**src/rtl/vga_mem_arbiter_if.sv**
```systemverilog
// +-------------------------------------------------------------------------+
// | vga_mem_arbiter_if : VGA / CPU / RAM bundle around the image-RAM arbiter |
// | Rev 1.0                                                                  |
// +-------------------------------------------------------------------------+
`default_nettype none

interface vga_mem_arbiter_if #(
  parameter int ADDR_W = 22,
  parameter int DATA_W = 32
);
  logic              video_on_i;
  logic [ADDR_W-1:0] vga_addr_i;
  logic [DATA_W-1:0] vga_pixel_o;
  logic              vga_stall_o;
  logic              cpu_req_i;
  logic              cpu_we_i;
  logic [ADDR_W-1:0] cpu_addr_i;
  logic [DATA_W-1:0] cpu_wdata_i;
  logic              cpu_ack_o;
  logic [DATA_W-1:0] cpu_rdata_o;
  logic [ADDR_W-1:0] ram_addr_o;
  logic              ram_we_o;
  logic [DATA_W-1:0] ram_wdata_o;
  logic [DATA_W-1:0] ram_rdata_i;

  // Arbiter side
  modport slave (
    input  video_on_i, vga_addr_i, cpu_req_i, cpu_we_i, cpu_addr_i, cpu_wdata_i, ram_rdata_i,
    output vga_pixel_o, vga_stall_o, cpu_ack_o, cpu_rdata_o, ram_addr_o, ram_we_o, ram_wdata_o
  );

  // Pixel path, CPU and RAM side
  modport master (
    output video_on_i, vga_addr_i, cpu_req_i, cpu_we_i, cpu_addr_i, cpu_wdata_i, ram_rdata_i,
    input  vga_pixel_o, vga_stall_o, cpu_ack_o, cpu_rdata_o, ram_addr_o, ram_we_o, ram_wdata_o
  );
endinterface

`default_nettype wire

```
**src/rtl/vga_mem_arbiter.sv**
```systemverilog
// +-------------------------------------------------------------------------+
// | vga_mem_arbiter : single-port image RAM shared by VGA fetch and CPU port |
// | Rev 1.0                                                                  |
// +-------------------------------------------------------------------------+
`default_nettype none

module vga_mem_arbiter #(
  parameter int ADDR_W       = 22,
  parameter int DATA_W       = 32,
  parameter int STARVE_LIMIT = 8
) (
  input  wire logic        clk,
  input  wire logic        rst,
  vga_mem_arbiter_if.slave bus
);

  typedef enum logic [1:0] {
    CPU_IDLE = 2'd0,
    CPU_WAIT = 2'd1,
    CPU_ACK  = 2'd2
  } cpu_state_e;

  localparam logic [7:0] LIMIT = 8'(STARVE_LIMIT);

  cpu_state_e        cpu_state_q, cpu_state_d;
  logic [ADDR_W-1:0] tag_q, tag_d;
  logic [ADDR_W-1:0] ram_addr_q, ram_addr_d;
  logic              tag_valid_q, tag_valid_d;
  logic              pend_vga_q, pend_vga_d;
  logic              pend_we_q, pend_we_d;
  logic [7:0]        starve_cnt_q, starve_cnt_d;
  logic [DATA_W-1:0] vga_pixel_q, vga_pixel_d;
  logic [DATA_W-1:0] cpu_rdata_q, cpu_rdata_d;
  logic              vga_stall_q, vga_stall_d;
  logic              cpu_ack_q, cpu_ack_d;

  logic vga_need;
  logic cpu_elig;
  logic grant_cpu;
  logic grant_vga;

  // A starved CPU pre-empts VGA; otherwise VGA wins and the CPU takes idle slots.
  always_comb begin
    vga_need  = bus.video_on_i & (!tag_valid_q | (bus.vga_addr_i != tag_q));
    cpu_elig  = bus.cpu_req_i & (cpu_state_q == CPU_IDLE);
    grant_cpu = cpu_elig & ((starve_cnt_q >= LIMIT) | !vga_need);
    grant_vga = vga_need & !grant_cpu;
  end

  always_comb begin
    cpu_state_d  = cpu_state_q;
    tag_d        = tag_q;
    tag_valid_d  = tag_valid_q;
    ram_addr_d   = ram_addr_q;
    pend_we_d    = pend_we_q;
    starve_cnt_d = starve_cnt_q;
    vga_pixel_d  = vga_pixel_q;
    cpu_rdata_d  = cpu_rdata_q;
    pend_vga_d   = grant_vga;
    vga_stall_d  = vga_need & !grant_vga;
    cpu_ack_d    = (cpu_state_q == CPU_WAIT);

    case (cpu_state_q)
      CPU_IDLE: if (grant_cpu) cpu_state_d = CPU_WAIT;
      CPU_WAIT: cpu_state_d = CPU_ACK;
      CPU_ACK:  cpu_state_d = CPU_IDLE;
      default:  cpu_state_d = CPU_IDLE;
    endcase

    if ((cpu_state_q == CPU_WAIT) && !pend_we_q) cpu_rdata_d = bus.ram_rdata_i;
    if (pend_vga_q) vga_pixel_d = bus.ram_rdata_i;

    if (grant_cpu) begin
      ram_addr_d   = bus.cpu_addr_i;
      pend_we_d    = bus.cpu_we_i;
      starve_cnt_d = '0;
      // Writing the cached word forces a refetch; an in-flight VGA read keeps the old word.
      if (bus.cpu_we_i && tag_valid_q && (bus.cpu_addr_i == tag_q)) tag_valid_d = 1'b0;
    end else if (grant_vga) begin
      ram_addr_d  = bus.vga_addr_i;
      tag_d       = bus.vga_addr_i;
      tag_valid_d = 1'b1;
      if (cpu_elig && (starve_cnt_q != 8'hFF)) starve_cnt_d = starve_cnt_q + 8'd1;
    end
  end

  always_ff @(posedge clk or posedge rst) begin
    if (rst) begin
      cpu_state_q  <= CPU_IDLE;
      tag_q        <= '0;
      tag_valid_q  <= 1'b0;
      ram_addr_q   <= '0;
      pend_vga_q   <= 1'b0;
      pend_we_q    <= 1'b0;
      starve_cnt_q <= '0;
      vga_pixel_q  <= '0;
      cpu_rdata_q  <= '0;
      vga_stall_q  <= 1'b0;
      cpu_ack_q    <= 1'b0;
    end else begin
      cpu_state_q  <= cpu_state_d;
      tag_q        <= tag_d;
      tag_valid_q  <= tag_valid_d;
      ram_addr_q   <= ram_addr_d;
      pend_vga_q   <= pend_vga_d;
      pend_we_q    <= pend_we_d;
      starve_cnt_q <= starve_cnt_d;
      vga_pixel_q  <= vga_pixel_d;
      cpu_rdata_q  <= cpu_rdata_d;
      vga_stall_q  <= vga_stall_d;
      cpu_ack_q    <= cpu_ack_d;
    end
  end

  // Idle cycles keep the last address on the RAM bus.
  assign bus.ram_addr_o  = ram_addr_d;
  assign bus.ram_we_o    = grant_cpu & bus.cpu_we_i;
  assign bus.ram_wdata_o = bus.cpu_wdata_i;
  assign bus.vga_pixel_o = vga_pixel_q;
  assign bus.vga_stall_o = vga_stall_q;
  assign bus.cpu_ack_o   = cpu_ack_q;
  assign bus.cpu_rdata_o = cpu_rdata_q;

endmodule

`default_nettype wire
```
**src/flat_wrapper.sv**
```systemverilog
// flat-port wrapper written by rule: the top's interface ports become plain ports
module vga_mem_arbiter_flat 
#(
  parameter int ADDR_W       = 22,
  parameter int DATA_W       = 32,
  parameter int STARVE_LIMIT = 8
)
  (clk, rst, bus_video_on_i, bus_vga_addr_i, bus_cpu_req_i, bus_cpu_we_i, bus_cpu_addr_i, bus_cpu_wdata_i, bus_ram_rdata_i, bus_vga_pixel_o, bus_vga_stall_o, bus_cpu_ack_o, bus_cpu_rdata_o, bus_ram_addr_o, bus_ram_we_o, bus_ram_wdata_o);
  vga_mem_arbiter_if #(.ADDR_W(ADDR_W), .DATA_W(DATA_W)) bus_i ();
  input  wire logic clk;
  input  wire logic rst;
  input wire logic [$bits(bus_i.video_on_i)-1:0] bus_video_on_i;
  input wire logic [$bits(bus_i.vga_addr_i)-1:0] bus_vga_addr_i;
  input wire logic [$bits(bus_i.cpu_req_i)-1:0] bus_cpu_req_i;
  input wire logic [$bits(bus_i.cpu_we_i)-1:0] bus_cpu_we_i;
  input wire logic [$bits(bus_i.cpu_addr_i)-1:0] bus_cpu_addr_i;
  input wire logic [$bits(bus_i.cpu_wdata_i)-1:0] bus_cpu_wdata_i;
  input wire logic [$bits(bus_i.ram_rdata_i)-1:0] bus_ram_rdata_i;
  output wire logic [$bits(bus_i.vga_pixel_o)-1:0] bus_vga_pixel_o;
  output wire logic [$bits(bus_i.vga_stall_o)-1:0] bus_vga_stall_o;
  output wire logic [$bits(bus_i.cpu_ack_o)-1:0] bus_cpu_ack_o;
  output wire logic [$bits(bus_i.cpu_rdata_o)-1:0] bus_cpu_rdata_o;
  output wire logic [$bits(bus_i.ram_addr_o)-1:0] bus_ram_addr_o;
  output wire logic [$bits(bus_i.ram_we_o)-1:0] bus_ram_we_o;
  output wire logic [$bits(bus_i.ram_wdata_o)-1:0] bus_ram_wdata_o;
  assign bus_i.video_on_i = bus_video_on_i;
  assign bus_i.vga_addr_i = bus_vga_addr_i;
  assign bus_i.cpu_req_i = bus_cpu_req_i;
  assign bus_i.cpu_we_i = bus_cpu_we_i;
  assign bus_i.cpu_addr_i = bus_cpu_addr_i;
  assign bus_i.cpu_wdata_i = bus_cpu_wdata_i;
  assign bus_i.ram_rdata_i = bus_ram_rdata_i;
  assign bus_vga_pixel_o = bus_i.vga_pixel_o;
  assign bus_vga_stall_o = bus_i.vga_stall_o;
  assign bus_cpu_ack_o = bus_i.cpu_ack_o;
  assign bus_cpu_rdata_o = bus_i.cpu_rdata_o;
  assign bus_ram_addr_o = bus_i.ram_addr_o;
  assign bus_ram_we_o = bus_i.ram_we_o;
  assign bus_ram_wdata_o = bus_i.ram_wdata_o;
  vga_mem_arbiter #(.ADDR_W(ADDR_W), .DATA_W(DATA_W), .STARVE_LIMIT(STARVE_LIMIT)) u_core (.clk(clk), .rst(rst), .bus(bus_i));
endmodule
```
**config.mk**
```make
export PLATFORM = sky130hd
export DESIGN_NAME = vga_mem_arbiter_flat
export DESIGN_NICKNAME = d
export VERILOG_FILES = /design/src/rtl/vga_mem_arbiter_if.sv /design/src/rtl/vga_mem_arbiter.sv /design/src/flat_wrapper.sv
export SDC_FILE = /design/constraint.sdc
export NUM_CORES = 1
export LEC_CHECK = 0
export ABC_AREA = 0
export BUFFER_PORTS_ARGS = -buffer_cell sky130_fd_sc_hd__buf_4
export CORE_ASPECT_RATIO = 1.1
export CORE_MARGIN = 2
export CORE_UTILIZATION = 52
export DETAILED_ROUTE_END_ITERATION = 12
export GPL_TIMING_DRIVEN = 1
export PLACE_DENSITY = 0.85
export SYNTH_ARGS = -nofsm -noshare
export SYNTH_HDL_FRONTEND = slang
export SYNTH_SLANG_ARGS = --single-unit
```
**constraint.sdc**
```tcl
create_clock -name clk -period 10.66 [get_ports clk]
set_input_delay 1.599 -clock clk [delete_from_list [all_inputs] [get_ports clk]]
set_output_delay 1.599 -clock clk [all_outputs]
set_load 0.005 [all_outputs]
```
# [Word level (Yosys, flattened, before mapping)]
# Cells that the tools add are included.
# W data, S select, Z words.
[word_totals] output_inout_bits=121 inputBits=113 ff_bits=123
[classes] bitwise=9 addsub=1 n_lt_le_gt_ge=1 muxes=10 reduce_logical=15 n_eq_ne=6
[op_table] op="$mux W22" count=2
[op_table] op="$mux W8" count=3
[op_table] op="$eq A22 B22 Y1" count=1
[op_table] op="$ne A22 B22 Y1" count=1
[op_table] op="$add A8 B1 Y8 const B" count=1
[op_table] op="$ge A8 B4 Y1 const B" count=1
[op_table] op="$ne A8 B8 Y1 const B" count=1
[op_table] op="$and A1 B1 Y1" count=6
[op_table] op="$reduce_and A2 Y1" count=3
[op_table] op="$logic_not A1 Y1" count=5
[op_table] op="$logic_and A1 B1 Y1" count=4
[op_table] op="$pmux W2 S2" count=1
[op_table] op="$reduce_bool A2 Y1" count=2
[op_table] op="$mux W1" count=3
[op_table] op="$eq A2 B1 Y1 const B" count=1
[op_table] op="$logic_not A2 Y1" count=1
[op_table] op="$mux W2" count=1
[op_table] op="$ne A2 B1 Y1 const B" count=1
[op_table] op="$ne A2 B2 Y1 const B" count=1
[op_table] op="$or A1 B1 Y1" count=2
[op_table] op="$not A1 Y1" count=1

# [Longest topological paths before layout]
# Gate-level depths: netlist of the first run.
[depth] word_depth=10 ltp_mapped=10

# [Least setup slack after synthesis of the first run]
# OpenSTA, ideal clock, no wires.
[synth_path] path_type="input-to-output" start="input port bus_vga_addr_i[16]" end="output port bus_ram_addr_o[16]" path_stages=9 setup_slack_ns=5.530 arrival_time_ns=3.531 n_path_buf=3 t_required_ns=9.061 path_cell_list="xor2_1 -> nor4_1 -> nand4_1 -> or4_1 -> buf_2 -> a31o_1 -> buf_6 -> buf_6 -> o221a_1"
[synth_via] elab_chain_len=10
[synth_rtl] item="start, declared" line_no="flat_wrapper.sv:13" source="input wire logic [$bits(bus_i.vga_addr_i)-1:0] bus_vga_addr_i;"
[synth_rtl] item="$ne A22 B22 Y1" line_no="vga_mem_arbiter.sv:44" source="vga_need = bus.video_on_i & (!tag_valid_q | (bus.vga_addr_i != tag_q));"
[synth_rtl] item="$or A1 B1 Y1" line_no="vga_mem_arbiter.sv:44"
[synth_rtl] item="$and A1 B1 Y1" line_no="vga_mem_arbiter.sv:44"
[synth_rtl] item="$logic_not A1 Y1" line_no="vga_mem_arbiter.sv:46" source="grant_cpu = cpu_elig & ((starve_cnt_q >= LIMIT) | !vga_need);"
[synth_rtl] item="$or A1 B1 Y1" line_no="vga_mem_arbiter.sv:46"
[synth_rtl] item="$and A1 B1 Y1" line_no="vga_mem_arbiter.sv:46"
[synth_rtl] item="$logic_not A1 Y1" line_no="vga_mem_arbiter.sv:47" source="grant_vga = vga_need & !grant_cpu;"
[synth_rtl] item="$and A1 B1 Y1" line_no="vga_mem_arbiter.sv:47"
[synth_rtl] item="$mux W22" line_no="vga_mem_arbiter.sv:79" source="end else if (grant_vga) begin"
[synth_rtl] item="$mux W22 *" line_no="vga_mem_arbiter.sv:73" source="if (grant_cpu) begin"
[synth_rtl] item="end, declared" line_no="flat_wrapper.sv:23" source="output wire logic [$bits(bus_i.ram_addr_o)-1:0] bus_ram_addr_o;"
# Mark *: on every way between the ends. The rest lies on a longest branch, timed or not.

# [Worst setup path after layout of the first run]
[layout_path] start="input port bus_vga_addr_i[1]" end="output port bus_ram_addr_o[2]"
[layout_via] elab_chain_len=10
[layout_rtl] item="$ne A22 B22 Y1 *" line_no="vga_mem_arbiter.sv:44"
[layout_rtl] item="$or A1 B1 Y1 *" line_no="vga_mem_arbiter.sv:44"
[layout_rtl] item="$and A1 B1 Y1 *" line_no="vga_mem_arbiter.sv:44"
[layout_rtl] item="$logic_not A1 Y1" line_no="vga_mem_arbiter.sv:46"
[layout_rtl] item="$or A1 B1 Y1" line_no="vga_mem_arbiter.sv:46"
[layout_rtl] item="$and A1 B1 Y1" line_no="vga_mem_arbiter.sv:46"
[layout_rtl] item="$logic_not A1 Y1" line_no="vga_mem_arbiter.sv:47"
[layout_rtl] item="$and A1 B1 Y1" line_no="vga_mem_arbiter.sv:47"
[layout_rtl] item="$mux W22" line_no="vga_mem_arbiter.sv:79"
[layout_rtl] item="$mux W22 *" line_no="vga_mem_arbiter.sv:73"
# Marked as above.

==> flow_summary.ini, run 1 <==
[power]
p_per_area_mw_per_mm2 = 210
p_leak_nw = 3.42
irDropWorstVdd_mv = 0.100

[sta]
min_period_ns = 6.00
rsz0062_at_grt = false
setup_viol = 0
fin_crit_sh_pct = 56.3
final_hold_viol_count = 0
tightestPinTransition_ns = 1.17
hold_slack_ns = 0.455
fin_worst_skew_ns = 0.00994
slew_violations = 0
setup_tns_ns = 0
clock.fmax_mhz = 167
max_slew_margin_pct = 22.1

[routing]
vias_per_cell = 5.58
vias = 4099
drc_errors = 0
drt-pass1-iter-count = 6
wl_per_cell_um = 18.6
ant_nets = 0
drt_iter0_markers = 259
totalWireLength_mm = 13.6

[global_routing]
grt_max_degree = 68
gr-total-overflow = 0
track_usage_pct = 23.5
grt_pass1_vias = 4235
antenna_found_initial = 0
grt_pass1_wl_mm = 21.8

[clocking]
clk_latency_ns = 0.41
numCtsBuffers = 17
cts.clk_slew.worst_paths_ns = 0.06
cts_tree = built
clock_path_buffers = 2
post-cts-setup-buffer-count = 0
cts_sinks = 123
cts_resized = 0
cts_root_buf = clkbuf_16
cts_hold_buf = 0
cts_htree_levels = 4

[synth]
ys_seq_area_share_pct = 53.3
synth.area.top_cells = dfrtp_1 (53%), mux2_2 (13%), mux2_4 (4.9%), buf_4 (4.2%), xnor2_1 (3.3%)
synth_edf_count = 0
yosysWarningCount = 0
synth_nets = 550
synth.lib_cells_used.distinct = 48
synth_compound_area_share_pct = 7.58
synth_seq_cells = 123
ys_dominant_reg_cell = dfrtp_1
synth_top_area_share_pct = 53.3
async_flop_share_pct = 100
synth_top_family_by_area = multiplexers
synthAdderAreaFrac_pct = 0.433
synth_simple_gate_area_share_pct = 7.99
netlist_instances = 435
synth-xor-area-share_pct = 5.76
synth_top_area_cell = dfrtp_1
synth.mux.area_fraction_pct = 18.0
syn_area_per_cell_um2 = 13.3
syn_area_mm2 = 0.00578

[floorplanning]
fp.dieH_um = 115
io_pins = 234
dieWidth_um = 104
dieArea_mm2 = 0.0120
core_area_mm2 = 0.0109
fp-row-count = 40
initial_core_util_pct = 53.2

[worst_setup_path]
path_class = in2out
crit_path_start_kind = input pin
rrSetupSlack_ns = 7.55
cp_max_fo = 27
required_ns = 9.06
cp.arrival_ns = 4.40
end_kind = output port

[finish]
fin_nets = 689
area_growth_pct = 30.6
diodes = 0
drive_above_1_share_pct = 51.8

[place]
dp.final_hpwl_mm = 9.57
portBuffers = 169
gp_congestion = 0.920

[job]
max_cap_viol_count = 0

[hold_path]
min_path_type = reg2reg

[run_status]
outcome = finished, final reports clean
cell usage after synthesis (2+ instances only):
cell / n
a21oi_1: 4
a41oi_1: 2
and3_1: 2
buf_1: 6
buf_2: 3
buf_4: 32
buf_6: 5
clkbuf_1: 6
dfrtp_1: 123
ha_1: 2
inv_1: 9
mux2_2: 67
mux2_4: 19
nand2_1: 8
nand2b_1: 6
nand3_1: 4
nand4_1: 6
nor2_1: 6
nor2b_1: 6
nor4_1: 7
o21a_1: 3
o21ai_0: 4
o221a_1: 15
o221a_2: 7
or3_1: 22
or4_1: 3
xnor2_1: 22
xor2_1: 16
critical path, stage by stage:
cell     delay, ns
buf_4         0.12
xor2_1        0.18
nor4_1        0.44
nand2_1       0.18
or4_1         0.66
a31o_1        0.61
o221a_2       0.46
buf_4         0.14
flip-flops by register name, summed over array words and instances (netlist names):
signal                  count
u_core.starve_cnt_q         8
u_core.pend_we_q            1
u_core.bus.vga_stall_o      1
u_core.cpu_state_q          2
u_core.tag_q               22
u_core.bus.cpu_rdata_o     32
u_core.tag_valid_q          1
u_core.ram_addr_q          22
u_core.bus.cpu_ack_o        1
u_core.bus.vga_pixel_o     32
u_core.pend_vga_q           1
cells in the final DEF (no fill, tap or decap), drive strengths merged, types with 2 or more instances in the layout:
| cell | n |
|---|---|
| a21oi | 4 |
| a41oi | 2 |
| and3 | 2 |
| buf | 172 |
| bufinv | 4 |
| clkbuf | 19 |
| clkinv | 3 |
| clkinvlp | 4 |
| dfrtp | 123 |
| ha | 2 |
| inv | 13 |
| mux2 | 86 |
| nand2 | 8 |
| nand2b | 6 |
| nand3 | 4 |
| nand4 | 6 |
| nor2 | 6 |
| nor2b | 6 |
| nor4 | 7 |
| o21a | 3 |
| o21ai | 5 |
| o221a | 22 |
| or3 | 22 |
| or4 | 4 |
| xnor2 | 22 |
| xor2 | 16 |
report_power, final:
group	switching [W]	internal (W)
Sequential	0.0000586	0.000563
Clock	0.000209	0.000405
Combinational	0.000133	0.000218
layer usage:
layer  vias to the layer above  GRT usage (%)  routed length, µm  part of all wire, %
li1                       1815              -                  -                    -
met1                      2017           29.1               5580                   41
met2                       225           38.7               6650                   49
met3                        42           5.46                942                  6.9
met4                         0           12.4                451                  3.3
met5                         -              0                  0                    0
final cells by class:
| cell class | instances | area [µm²] |
|---|---|---|
| timing repair buffer | 172 | 1290 |
| fill | 734 | 3320 |
| clock buffer | 19 | 453 |
| clock inverter | 13 | 190 |
| inverter | 11 | 46.3 |
| sequential | 123 | 3080 |
| tap | 147 | 184 |
| multi-input combinational | 249 | 2300 |
metrics by stage:
stage	util, %	worst slack (ns)	cells	instance area [µm²]	power, W
final	69.4	4.66	734	7540	0.00159
after global routing	69.4	4.53	734	7540	0.00166
after CTS	69.4	4.66	734	7540	0.00160
after detailed placement	63.5	4.68	702	6900	0.000980
after global placement	63.5	4.76	702	6900	0.000966
after floorplan	-	5.53	435	5780	0.000791
final timing paths:
| kind | start | endpoint | cells after the start |
|---|---|---|---|
| max in group asynchronous | rst | u_core.bus.cpu_rdata_o[26]$_DFFE_PP0P_ | 3 |
| min in group asynchronous | rst | u_core.bus.cpu_ack_o$_DFF_PP0_ | 2 |
| worst max register to register | u_core.tag_q[1]$_DFFE_PP0P_ | u_core.ram_addr_q[2]$_DFF_PP0_ | 6 |
| worst min-delay path | u_core.cpu_state_q[1]$_DFFE_PP0P_ | u_core.cpu_state_q[1]$_DFFE_PP0P_ | 1 |
| worst min register to register | u_core.cpu_state_q[1]$_DFFE_PP0P_ | u_core.cpu_state_q[1]$_DFFE_PP0P_ | 1 |
| worst max-delay path | bus_vga_addr_i[1] | bus_ram_addr_o[2] | 8 |
logic make-up after synthesis:
| group | count (synthesis) |
|---|---|
| AOI/OAI and AO/OA | 46 |
| xor gates and xnor gates | 38 |
| adders and majority gates | 2 |
| buffers and inverters | 63 |
| DFF | 123 |
| muxes | 86 |
| and+or+nand+nor | 77 |
(Power assumes the default switching activity.)
==> run 2, diff against run 1 <==
--- a/config.mk
+++ b/config.mk
@@ -9,10 +9,10 @@
 export BUFFER_PORTS_ARGS = -buffer_cell sky130_fd_sc_hd__buf_4
 export CORE_ASPECT_RATIO = 1.1
 export CORE_MARGIN = 2
-export CORE_UTILIZATION = 52
+export CORE_UTILIZATION = 49
 export DETAILED_ROUTE_END_ITERATION = 12
 export GPL_TIMING_DRIVEN = 1
-export PLACE_DENSITY = 0.85
+export PLACE_DENSITY = 0.81
 export SYNTH_ARGS = -nofsm -noshare
 export SYNTH_HDL_FRONTEND = slang
 export SYNTH_SLANG_ARGS = --single-unit
==> constraint.sdc (replaced) <==
create_clock -name clk -period 6.25 [get_ports clk]
set_input_delay 0.9375 -clock clk [delete_from_list [all_inputs] [get_ports clk]]
set_output_delay 0.9375 -clock clk [all_outputs]
set_load 0.005 [all_outputs]
==> flow_summary.ini, run 2 (synthesized netlist as in run 1, its figures left out) <==
[routing]
drt_iter0_markers = 274
wl_per_cell_um = 19.0
drt-pass1-iter-count = 6
vias = 4047
vias_per_cell = 5.50
totalWireLength_mm = 14.0
drc_errors = 0
ant_nets = 0

[clocking]
numCtsBuffers = 17
cts_htree_levels = 4
clk_latency_ns = 0.41
clock_path_buffers = 2
cts_tree = built
cts.clk_slew.worst_paths_ns = 0.05
cts_hold_buf = 0
cts_resized = 0
post-cts-setup-buffer-count = 0
cts_sinks = 123
cts_root_buf = clkbuf_16

[worst_setup_path]
crit_path_start_kind = input pin
cp.arrival_ns = 3.75
r2r-start = u_core.tag_q[1]$_DFFE_PP0P_
crit_slowest_cell = or4_1
required_ns = 5.31
crit_chain = buf_4 -> xor2_1 -> nor4_1 -> nand2_1 -> or4_1 -> a31o_1 -> o221a_2 -> buf_4
timing.rr.end = u_core.ram_addr_q[5]$_DFF_PP0_
end_kind = output port
cp_max_fo = 27
cpPeakStageDelay_ns = 0.66
path_class = in2out
rrSetupSlack_ns = 3.15
reg2regPathDepth = 6
crit_top_cell = buf_4

[finish]
final_common_cell = buf_4
diodes = 0
fin_nets = 689
area_growth_pct = 30.0
seqCellArea_mm2 = 0.00308
multi_input_comb_area_mm2 = 0.00230
drive_above_1_share_pct = 51.7
fill_cells = 820
final_area_mm2 = 0.00751
layout_common_cells = buf_4 (172), dfrtp_1 (123), mux2_2 (67)

[sta]
max_slew_margin_pct = 17.4
rsz0062_at_grt = false
tightestPinTransition_ns = 1.24
fin_worst_skew_ns = 0.0120
min_period_ns = 4.69
slew_violations = 0
setup_viol = 0
final_hold_viol_count = 0
clock.fmax_mhz = 213
fin_crit_sh_pct = 75.0
setup_tns_ns = 0

[floorplanning]
dieWidth_um = 108
core_area_mm2 = 0.0115
initial_core_util_pct = 50.3
fp-row-count = 41
fp.dieH_um = 118
dieArea_mm2 = 0.0127
io_pins = 234

[global_routing]
gr-total-overflow = 0
track_usage_pct = 22.3
grt_pass1_wl_mm = 21.9
grt_max_degree = 79
antenna_found_initial = 0
grt_pass1_vias = 4232

[hold_path]
hold_depth = 1
min_path_type = reg2reg
holdPathEnd = u_core.cpu_state_q[1]$_DFFE_PP0P_
hp-start = u_core.cpu_state_q[1]$_DFFE_PP0P_

[place]
portBuffers = 169
placed_area_mm2 = 0.00690
gp_congestion = 0.903
dp.final_hpwl_mm = 9.84

[power]
irDropWorstVdd_mv = 0.157
p_leak_nw = 3.41
p_per_area_mw_per_mm2 = 355

[run_status]
outcome = finished, final reports clean

[job]
max_cap_viol_count = 0
[run 2: cell count changes in the layout (fill, tap and decap cells not counted)]
| cell | previous run | this run |
|---|---|---|
| bufinv_16 | 4 | 3 |
| clkbuf_8 | 2 | 1 |
| clkinv_2 | 1 | 2 |
| clkinv_4 | 2 | 1 |
| clkinvlp_4 | 4 | 3 |
| inv_6 | 2 | 4 |
[run 2: routing by layer]
layer  track usage, %  wire length, µm  vias to the layer above
met5                0                0                        -
met4             10.8              489                        0
met3             6.15             1040                       45
met2             35.2             6690                      200
met1             28.2             5800                     1987
li1                 -                -                     1815
[run 2: through the flow]
stage          cells  hold WS (ns)  util, %  power (W)  setup slack [ns]
2_1_floorplan    435         0.426        -    0.00135              2.04
3_3_place_gp     705         0.443     60.1    0.00165              1.63
3_5_place_dp     705         0.456     60.1    0.00168              1.61
4_1_cts          736         0.457     65.3    0.00269              1.62
5_1_grt          736         0.485     65.3    0.00278              1.43
6_report         736         0.459     65.3    0.00266              1.56
[run 2: area by class of cell]
class / instances / area share [%]
repair buffers: 172 / 17.2
multi-input cells: 249 / 30.6
flip-flops and latches: 123 / 41.0
well taps: 150 / 2.50
inverters: 11 / 0.617
clock buffers: 18 / 5.85
clock inverters: 13 / 2.22
[run 2: worst max-delay path, delay by kind of cell]
kind                   cells  cell delay [ns]
AND/OR/NAND/NOR            3             1.27
AO/OA/AOI/OAI              2             1.09
buffers and inverters      2             0.26
XOR/XNOR                   1             0.18
[run 2: worst max-delay path by stage]
stage / from / to / depth (start not counted)
2_1_floorplan: rst / u_core.bus.cpu_ack_o$_DFF_PP0_ / 1
3_3_place_gp: bus_vga_addr_i[1] / bus_ram_addr_o[2] / 8
3_5_place_dp: bus_vga_addr_i[1] / bus_ram_addr_o[5] / 8
4_1_cts: bus_vga_addr_i[1] / bus_ram_addr_o[5] / 8
5_1_grt: bus_vga_addr_i[1] / bus_ram_addr_o[5] / 8
6_report: bus_vga_addr_i[1] / bus_ram_addr_o[5] / 8
[run 2: where the power goes]
part / internal [W] / switching, W / leakage (nW)
Clock: 0.000639 / 0.000362 / 0.290
Sequential: 0.000960 / 0.0000974 / 1.45
Combinational: 0.000372 / 0.000232 / 1.66
==> run 3, diff against run 2 <==
--- a/config.mk
+++ b/config.mk
@@ -5,14 +5,14 @@
 export SDC_FILE = /design/constraint.sdc
 export NUM_CORES = 1
 export LEC_CHECK = 0
-export ABC_AREA = 0
+export ABC_AREA = 1
 export BUFFER_PORTS_ARGS = -buffer_cell sky130_fd_sc_hd__buf_4
 export CORE_ASPECT_RATIO = 1.1
 export CORE_MARGIN = 2
-export CORE_UTILIZATION = 49
+export CORE_UTILIZATION = 44
 export DETAILED_ROUTE_END_ITERATION = 12
 export GPL_TIMING_DRIVEN = 1
-export PLACE_DENSITY = 0.81
+export PLACE_DENSITY = 0.76
 export SYNTH_ARGS = -nofsm -noshare
 export SYNTH_HDL_FRONTEND = slang
 export SYNTH_SLANG_ARGS = --single-unit
==> constraint.sdc (replaced) <==
create_clock -name clk -period 4.3 [get_ports clk]
set_input_delay 0.645 -clock clk [delete_from_list [all_inputs] [get_ports clk]]
set_output_delay 0.645 -clock clk [all_outputs]
set_load 0.005 [all_outputs]
==> flow_summary.ini, run 3 <==
[worst_setup_path]
timing.rr.end = u_core.ram_addr_q[19]$_DFF_PP0_
crit_slowest_cell = nand2_1
crit_chain = nand2_1 -> nand2_1 -> nor2_1 -> nand2_1 -> nor2_1 -> nand3_2 -> nand2_1 -> buf_4 -> nand3_1 -> nand3_1 -> buf_4
cp-endpoint = bus_ram_addr_o[19]
required_ns = 3.65
crit_top_cell = nand2_1
cp.arrival_ns = 2.60
path_class = reg2out
reg2regPathDepth = 10
cp_max_fo = 17
rrSetupSlack_ns = 2.17
startpoint = u_core.tag_q[15]$_DFFE_PP0P_
end_kind = output port
cpPeakStageDelay_ns = 0.53
r2r-start = u_core.tag_q[15]$_DFFE_PP0P_
crit_path_start_kind = flop

[synth]
yosysWarningCount = 0
synth.lib_cells_used.distinct = 28
synth.area.top_cells = dfrtp_1 (52%), nand2_1 (11%), nand3_1 (6.3%), inv_1 (5.7%), buf_4 (4.5%)
synth_nets = 840
synth_edf_count = 0
netlist_instances = 725
synth_top_area_cell = dfrtp_1
ys_seq_area_share_pct = 52.1
syn_area_mm2 = 0.00590
synth_common_cells = nand2_1 (176), dfrtp_1 (123), inv_1 (90)
synth_seq_cells = 123
synth_top_area_share_pct = 52.1
ys_dominant_reg_cell = dfrtp_1
syn_area_per_cell_um2 = 8.14
async_flop_share_pct = 100
yosysMostFrequentCell = nand2_1

[routing]
vias_per_cell = 4.96
vias = 5128
drc_errors = 0
wl_per_cell_um = 14.5
drt-pass1-iter-count = 6
ant_nets = 0
totalWireLength_mm = 15.0
drt_iter0_markers = 454

[finish]
final_common_cell = nand2_1
drive_above_1_share_pct = 29.6
layout_common_cells = nand2_1 (175), buf_4 (172), dfrtp_1 (122)
diodes = 0
multi_input_comb_area_mm2 = 0.00205
area_growth_pct = 29.2
seqCellArea_mm2 = 0.00308
final_util_pct = 58.0
fin_nets = 974
final-instance-count-excl-fill = 1033
fill_cells = 1180

[floorplanning]
fp.dieH_um = 125
io_pins = 234
core_area_mm2 = 0.0132
fp-row-count = 44
initial_core_util_pct = 44.9
dieWidth_um = 114
dieArea_mm2 = 0.0144

[sta]
slew_violations = 0
max_slew_margin_pct = 27.2
final_hold_viol_count = 0
setup_viol = 0
tightestPinTransition_ns = 1.09
min_period_ns = 3.24
setup_tns_ns = 0
layout_setup_ws_ns = 1.06
fin_worst_skew_ns = 0.00792
rsz0062_at_grt = false
fin_crit_sh_pct = 75.4
clock.fmax_mhz = 308

[clocking]
clk_latency_ns = 0.42
cts_resized = 0
clock_path_buffers = 2
cts_tree = built
cts_htree_levels = 4
post-cts-setup-buffer-count = 0
cts_root_buf = clkbuf_16
cts.clk_slew.worst_paths_ns = 0.06
numCtsBuffers = 17
cts_sinks = 123
cts_hold_buf = 0

[global_routing]
track_usage_pct = 21.6
gr-total-overflow = 0
use_met1_pct = 28.0
grt_max_degree = 73
antenna_found_initial = 0
grt-busiest-layer = met2
grt_pass1_wl_mm = 24.3
met2_usage_pct = 34.3
met3_usage_pct = 6.35
grt_pass1_vias = 4851

[run_status]
outcome = finished, final reports clean

[power]
power_w = 0.00405
p_leak_nw = 4.12
p_per_area_mw_per_mm2 = 530
irDropWorstVdd_mv = 0.238

[hold_path]
min_path_type = in2async

[job]
max_cap_viol_count = 0

[place]
portBuffers = 169
pre_cts_ws_ns = 1.12
dp.final_hpwl_mm = 10.6
gp_congestion = 0.855
dp.cells = 1001
## run 3: changes by cell type after synthesis, moves of 28 or more
| cell | delta |
|---|---|
| nand2_1 | +168 |
| inv_1 | +81 |
| nand3_1 | +70 |
| mux2_2 | -67 |
| nor2_1 | +61 |
| o21ai_0 | +32 |
| a21oi_1 | +28 |
## run 3: metal layers
metal  part of all wire [%]  up-vias  routed length, µm
li1                       -     2495                  -
met1                     42     2374               6290
met2                     47      235               7100
met3                    8.8       24               1310
met4                    1.7        0                260
met5                      0        -                  0
## run 3: kinds of logic after synthesis
| group | Yosys count | synth area share (%) |
|---|---|---|
| xor+xnor | 5 | 0.742 |
| compound gates | 92 | 8.88 |
| simple gates | 340 | 24.7 |
| buf+inv | 163 | 13.2 |
| flops | 123 | 52.1 |
| fa+ha+maj | 2 | 0.424 |
## run 3: worst min path at each step
stage / startpoint / to / slack, ns
after floorplan: u_core.cpu_state_q[1]$_DFFE_PP0P_ / u_core.cpu_state_q[1]$_DFFE_PP0P_ / 0.43
after global placement: u_core.cpu_state_q[1]$_DFFE_PP0P_ / u_core.cpu_state_q[1]$_DFFE_PP0P_ / 0.44
after detailed placement: u_core.cpu_state_q[1]$_DFFE_PP0P_ / u_core.cpu_state_q[1]$_DFFE_PP0P_ / 0.45
after CTS: bus_vga_addr_i[4] / u_core.tag_q[4]$_DFFE_PP0P_ / 0.44
after global routing: bus_vga_addr_i[4] / u_core.tag_q[4]$_DFFE_PP0P_ / 0.45
final: rst / u_core.bus.vga_pixel_o[23]$_DFFE_PP0P_ / 0.44
## run 3: area by class of cell
class | count | area share, %
Clock buffer | 19 | 5.81
Clock inverter | 13 | 1.89
Inverter | 105 | 5.23
Multi-Input combinational cell | 439 | 26.9
Sequential cell | 123 | 40.4
Tap cell | 161 | 2.64
Timing Repair Buffer | 173 | 17.2
## run 3: report_power, final
group          switching, W  internal [W]
registers          0.000174       0.00144
logic              0.000520      0.000510
clock network      0.000531      0.000870
total               0.00123       0.00282
## run 3: metrics by stage
step	instance area [µm²]	hold slack, ns
floorplan	5900	0.425
global placement	7040	0.439
detailed placement	7040	0.450
CTS	7630	0.441
global route	7630	0.452
finish	7630	0.435
## run 3: worst max-delay path, delay by kind of cell (launching register included)
family	cells	cell delay, ns
flip-flops	1	0.40
buffers and inverters	2	0.42
AND/OR/NAND/NOR	9	1.37
